[src/rtl/i2c_register_reader.sv]
// i2c_register_reader
// Autonomous I2C master client: claims one arbiter port, writes a register
// pointer, issues a repeated start and reads back N bytes, then releases the
// port. Requesters supply only device address, register address and length.

package i2c_reader_pkg;

    // Command bundle towards the shared transceiver.
    typedef struct packed {
        logic       start;
        logic       restart;
        logic       stop;
        logic       tx_en;
        logic [7:0] tx_data;
        logic       rx_en;
        logic       rx_ack;
    } i2c_in_t;

    // Status bundle from the shared transceiver.
    typedef struct packed {
        logic       busy;
        logic       rx_rdy;
        logic [7:0] rx_out;
        logic       tx_ack;
    } i2c_out_t;

endpackage

module i2c_register_reader
    import i2c_reader_pkg::*;
#(
    parameter int LEN_BITS = 4
) (
    input  logic                clk,
    input  logic                rst_n,
    input  logic                start,
    input  logic [6:0]          dev_addr,
    input  logic [7:0]          reg_addr,
    input  logic [LEN_BITS-1:0] len,
    output logic                busy,
    output logic                done,
    output logic                nak,
    output logic                rd_valid,
    output logic [7:0]          rd_data,
    output logic [LEN_BITS-1:0] rd_index,
    output logic                driver_request,
    input  logic                driver_ack,
    output logic                driver_done,
    output i2c_in_t             driver_cin,
    input  i2c_out_t            driver_cout
);

    typedef enum logic [3:0] {
        S_IDLE,
        S_REQ,
        S_GRANT,
        S_START,
        S_ADDR_W,
        S_REG,
        S_RESTART,
        S_ADDR_R,
        S_READ,
        S_STOP,
        S_RELEASE
    } state_e;

    // Sub-phase shared by every bus-operation state: the command cycle, one
    // cycle where transceiver busy is not yet trusted, then wait for idle.
    typedef enum logic [1:0] {
        PH_CMD,
        PH_SKIP,
        PH_WAIT
    } phase_e;

    state_e              state_q;
    phase_e              phase_q;
    logic [6:0]          dev_q;
    logic [7:0]          reg_q;
    logic [LEN_BITS-1:0] len_q;
    logic [LEN_BITS-1:0] count_q;
    logic                nak_q;

    // Transaction sequencer; every output is a register driven from here.
    always_ff @(posedge clk or negedge rst_n) begin
        if (!rst_n) begin
            state_q        <= S_IDLE;
            phase_q        <= PH_CMD;
            dev_q          <= '0;
            reg_q          <= '0;
            len_q          <= '0;
            count_q        <= '0;
            nak_q          <= 1'b0;
            busy           <= 1'b0;
            done           <= 1'b0;
            nak            <= 1'b0;
            rd_valid       <= 1'b0;
            rd_data        <= '0;
            rd_index       <= '0;
            driver_request <= 1'b0;
            driver_done    <= 1'b0;
            driver_cin     <= '0;
        end else begin
            // Pulses and commands default low; states override for one cycle.
            driver_request <= 1'b0;
            driver_done    <= 1'b0;
            done           <= 1'b0;
            nak            <= 1'b0;
            rd_valid       <= 1'b0;
            driver_cin     <= '0;

            case (state_q)
                S_IDLE: begin
                    if (start) begin
                        if (len != '0) begin
                            dev_q          <= dev_addr;
                            reg_q          <= reg_addr;
                            len_q          <= len;
                            count_q        <= '0;
                            nak_q          <= 1'b0;
                            busy           <= 1'b1;
                            driver_request <= 1'b1;
                            state_q        <= S_REQ;
                        end else begin
                            // Nothing to read: finish without touching the bus.
                            done <= 1'b1;
                        end
                    end
                end

                S_REQ: begin
                    state_q <= S_GRANT;
                end

                S_GRANT: begin
                    if (driver_ack) begin
                        driver_cin.start <= 1'b1;
                        phase_q          <= PH_CMD;
                        state_q          <= S_START;
                    end
                end

                S_RELEASE: begin
                    busy    <= 1'b0;
                    state_q <= S_IDLE;
                end

                default: begin
                    if (phase_q == PH_CMD) begin
                        phase_q <= PH_SKIP;
                    end else if (state_q == S_READ && driver_cout.rx_rdy &&
                                 count_q != len_q) begin
                        // Byte capture has priority; advancing happens on a
                        // later cycle so count_q is settled for rx_ack.
                        rd_valid <= 1'b1;
                        rd_data  <= driver_cout.rx_out;
                        rd_index <= count_q;
                        count_q  <= count_q + LEN_BITS'(1);
                        phase_q  <= PH_WAIT;
                    end else if (phase_q == PH_SKIP) begin
                        phase_q <= PH_WAIT;
                    end else if (!driver_cout.busy) begin
                        phase_q <= PH_CMD;
                        case (state_q)
                            S_START: begin
                                driver_cin.tx_en   <= 1'b1;
                                driver_cin.tx_data <= {dev_q, 1'b0};
                                state_q            <= S_ADDR_W;
                            end
                            S_ADDR_W: begin
                                if (!driver_cout.tx_ack) begin
                                    nak_q           <= 1'b1;
                                    driver_cin.stop <= 1'b1;
                                    state_q         <= S_STOP;
                                end else begin
                                    driver_cin.tx_en   <= 1'b1;
                                    driver_cin.tx_data <= reg_q;
                                    state_q            <= S_REG;
                                end
                            end
                            S_REG: begin
                                if (!driver_cout.tx_ack) begin
                                    nak_q           <= 1'b1;
                                    driver_cin.stop <= 1'b1;
                                    state_q         <= S_STOP;
                                end else begin
                                    driver_cin.restart <= 1'b1;
                                    state_q            <= S_RESTART;
                                end
                            end
                            S_RESTART: begin
                                driver_cin.tx_en   <= 1'b1;
                                driver_cin.tx_data <= {dev_q, 1'b1};
                                state_q            <= S_ADDR_R;
                            end
                            S_ADDR_R: begin
                                if (!driver_cout.tx_ack) begin
                                    nak_q           <= 1'b1;
                                    driver_cin.stop <= 1'b1;
                                    state_q         <= S_STOP;
                                end else begin
                                    // First byte is also the last when len is 1.
                                    driver_cin.rx_en  <= 1'b1;
                                    driver_cin.rx_ack <= (len_q != LEN_BITS'(1));
                                    state_q           <= S_READ;
                                end
                            end
                            S_READ: begin
                                if (count_q == len_q) begin
                                    driver_cin.stop <= 1'b1;
                                    state_q         <= S_STOP;
                                end else begin
                                    // Master NAKs only the final byte.
                                    driver_cin.rx_en  <= 1'b1;
                                    driver_cin.rx_ack <= (count_q != len_q - LEN_BITS'(1));
                                end
                            end
                            S_STOP: begin
                                done        <= 1'b1;
                                driver_done <= 1'b1;
                                nak         <= nak_q;
                                state_q     <= S_RELEASE;
                            end
                            default: begin
                                state_q <= S_IDLE;
                            end
                        endcase
                    end
                end
            endcase
        end
    end

endmodule

[config.mk]
export PLATFORM = sky130hd
export DESIGN_NAME = i2c_register_reader
export DESIGN_NICKNAME = d
export VERILOG_FILES = /design/src/rtl/i2c_register_reader.sv
export SDC_FILE = /design/constraint.sdc
export NUM_CORES = 1
export LEC_CHECK = 0
export CORE_MARGIN = 5
export CORE_UTILIZATION = 40
export CTS_BUF_LIST = sky130_fd_sc_hd__clkbuf_16
export DETAILED_ROUTE_END_ITERATION = 10
export MAX_ROUTING_LAYER = met4
export PLACE_DENSITY = 0.7
export SYNTH_ARGS = -nofsm -noshare
export SYNTH_HDL_FRONTEND = slang
export SYNTH_SLANG_ARGS = --single-unit
[constraint.sdc]
create_clock -name clk -period 6.1 [get_ports clk]
set_input_delay 1.22 -clock clk [delete_from_list [all_inputs] [get_ports clk]]
set_output_delay 1.22 -clock clk [all_outputs]
set_load 0.02 [all_outputs]
==> run_results.csv <==
group,metric,value,unit
outcome,status,"complete, no violations",
global_routing,grt_pass1_vias,2225,
pwr,p_leak,0.00170,uW
global_routing,grt_util_met3,4.83,%
logic_synthesis,synth_edf_count,0,
placement,io_buffers,65,
clock_network,cts-root-buf,"clkbuf_16",
sta,fin_ws,2920,ps
cells_and_area,antenna_cells,0,
pwr,internal_power,1040,uW
placement,gp_congestion,0.782,
clock_network,cts_resized,0,
placement,pre_cts_slack,2580,ps
global_routing,met1_usage,22.0,%
cells_and_area,final_common_cell,"clkdlybuf4s50_1",
critical_path,rrSetupSlack,3360,ps
sta,slew_violations,0,
pwr,switchingPower,571,uW
run,timing.max_cap.violations,0,
drt,wire_per_inst,15.0,um
critical_path,r2r_cells,5,
cells_and_area,fin_nets,372,
logic_synthesis,syn_inst,269,
critical_path,r2r_end,"count_q[3]",
cells_and_area,stdcell_area,3710,um^2
hold_path,hold_start,"reg_q[6]",
logic_synthesis,synth-seq-cells,62,
cells_and_area,synthToLayoutAreaGrowth,34.0,%
critical_path,crit_path_end_kind,"flop",
sta,fin_crit,3180,ps
pwr,ir_drop,0.218,mV
placement,dp.cells,404,
pwr,swShare,35.4,%
cells_and_area,stdcell_count,418,
global_routing,antenna_found_initial,0,
pwr,power.density,434,nW/um^2
logic_synthesis,avgSynthCellArea,10.3,um^2
clock_network,cts_buffers,9,
clock_network,cts_buffer_depth,2,
drt,drt_iter0_markers,149,
pwr,power_frac_comb,34.1,%
global_routing,grt_pass1_wl,10.8,mm
sta,rsz0062_at_grt,"no",
global_routing,grt-ovfl-total,0,
global_routing,use_met2,23.3,%
cells_and_area,final_cell_mix,"clkdlybuf4s50_1 (64), nand2_1 (62), dfrtp_1 (62)",
critical_path,path_max_fanout,26,
floorplan,initial_utilization,41.0,%
floorplan,core_area,6760,um^2
logic_synthesis,ys_warn_count,0,
drt,drt-total-wl,6.25,mm
clock_network,insertion_delay,330,ps
sta,fin_crit_sh,52.1,%
drt,viasPerCell,5.13,
sta,fin_setup_tns,0,ps
floorplan,rows,30,
critical_path,critPathKind,"input pin to flop",
critical_path,cp_data_arrival_time,3370,ps
placement,placed_area,3470,um^2
logic_synthesis,syn_area,2770,um^2
sta,finalClockSkew,6.45,ps
logic_synthesis,synth_nets,306,
logic_synthesis,synthArstFlopShare,100,%
drt,dr.pass1.iters,4,
hold_path,holdPathEnd,"reg_q[6]",
clock_network,cts.sinks,62,
clock_network,cts.htree.levels,3,
drt,vias,2143,
global_routing,grt_max_degree,63,
hold_path,hp-class,"flop to flop",
cells_and_area,final_util,54.9,%
global_routing,busiest_layer,"met2",
sta,slew_headroom,36.1,%
clock_network,cts_setup_buffers,0,
hold_path,min_path_cells,2,
sta,finalSetupViolations,0,
floorplan,die_w,93.2,um
clock_network,clkTransAtPathRegs,50,ps
logic_synthesis,ys_seq_area_share,56.0,%
cells_and_area,drive_above_1_share,9.47,%
global_routing,track_usage,16.3,%
sta,clock.fmax,315,MHz
drt,ant_nets,0,
critical_path,start_kind,"input pin",
floorplan,dieArea,8690,um^2
critical_path,reg2reg_from,"state_q[3]",
clock_network,cts_tree,"built",
logic_synthesis,ys.flop_type,"dfrtp_1",
sta,hold_viol_final,0,
pwr,p_clk_share,26.4,%
logic_synthesis,synth_cell_types,43,
pwr,pwr-share-seq,39.5,%
floorplan,die_h,93.2,um
drt,drc,0,
floorplan,io_pins,66,
cells_and_area,n_fill_cell,594,
placement,hpwl,4.32,mm
critical_path,crit_required,6290,ps
clock_network,cts-hold-fix-buffers,0,
sta,tightest_slew,956,ps
## kinds of logic after synthesis
| kind of cell | synth area share, % |
|---|---|
| and+or+nand+nor | 20.3 |
| DFF | 56.0 |
| AOI/OAI and AO/OA | 10.2 |
| buffers and inverters | 3.30 |
| muxes | 6.41 |
| xor gates and xnor gates | 2.53 |
| adders and majority gates | 1.35 |
## cell type report
type / instances / area [um^2] / area share, %
multi-input cells: 187 / 1130 / 30.4
repair buffers: 66 / 653 / 17.6
clock buffers: 9 / 225 / 6.07
inverters: 9 / 33.8 / 0.910
flip-flops and latches: 62 / 1550 / 41.8
clock inverters: 5 / 20.0 / 0.539
well taps: 80 / 100 / 2.70
## through the flow
stage / power [uW] / hold WS, ps
2_1_floorplan: 1010 / 446
3_3_place_gp: 1170 / 459
3_5_place_dp: 1190 / 464
4_1_cts: 1620 / 475
5_1_grt: 1730 / 504
6_report: 1610 / 472
## worst max-delay path, stage by stage
cell and delay, ps:
clkdlybuf4s50_1 410, or4_1 570, nand3_1 550, inv_2 370, nand2_1 150, o21ai_0 80
## sequential cells by signal, summed over array words and instances (netlist names)
register	cells
driver_cin	14
rd_data	8
reg_q	8
dev_q	7
count_q	4
len_q	4
rd_index	4
state_q	4
phase_q	2
busy	1
done	1
driver_done	1
driver_request	1
nak	1
nak_q	1
rd_valid	1
## worst max path at each step
| stage | slack, ps | cells after the start | to | startpoint |
|---|---|---|---|---|
| after global routing | 2700 | 6 | busy | len[1] |
| after CTS | 2910 | 6 | len_q[0] | len[1] |
| final | 2920 | 6 | len_q[0] | len[1] |
| after floorplan | 3590 | 5 | state_q[0] | len[1] |
| after global placement | 2630 | 6 | len_q[1] | len[1] |
| after detailed placement | 2580 | 6 | len_q[0] | len[1] |
## cell usage after synthesis (3+ instances only)
cell type | number | share of area (%)
a21oi_1 | 8 | 1.4
a22oi_1 | 7 | 1.9
and3_1 | 3 | 0.68
buf_2 | 7 | 1.3
dfrtp_1 | 62 | 56
ha_1 | 3 | 1.4
inv_1 | 8 | 1.1
mux2_1 | 4 | 1.6
mux2_2 | 10 | 4.1
nand2_1 | 62 | 8.4
nand2b_1 | 4 | 0.90
nand3_1 | 9 | 1.6
nand3b_1 | 3 | 0.81
nor2_1 | 22 | 3.0
nor2b_1 | 4 | 0.90
nor3_1 | 5 | 0.90
o21ai_0 | 9 | 1.6
xnor2_1 | 3 | 0.95
xor2_1 | 5 | 1.6
## power groups by stage
stage	registers (uW)	clock network [uW]	logic [uW]
2_1_floorplan	636	0	377
3_3_place_gp	637	0	537
3_5_place_dp	642	0	550
4_1_cts	636	428	554
5_1_grt	655	458	615
6_report	637	426	549
## metal layers
layer,wire [um],vias to the layer above
met5,0,-
met4,84,0
met3,363,9
met2,2850,65
met1,2960,1026
li1,-,1043
Power figures use the tool's default switching activity.
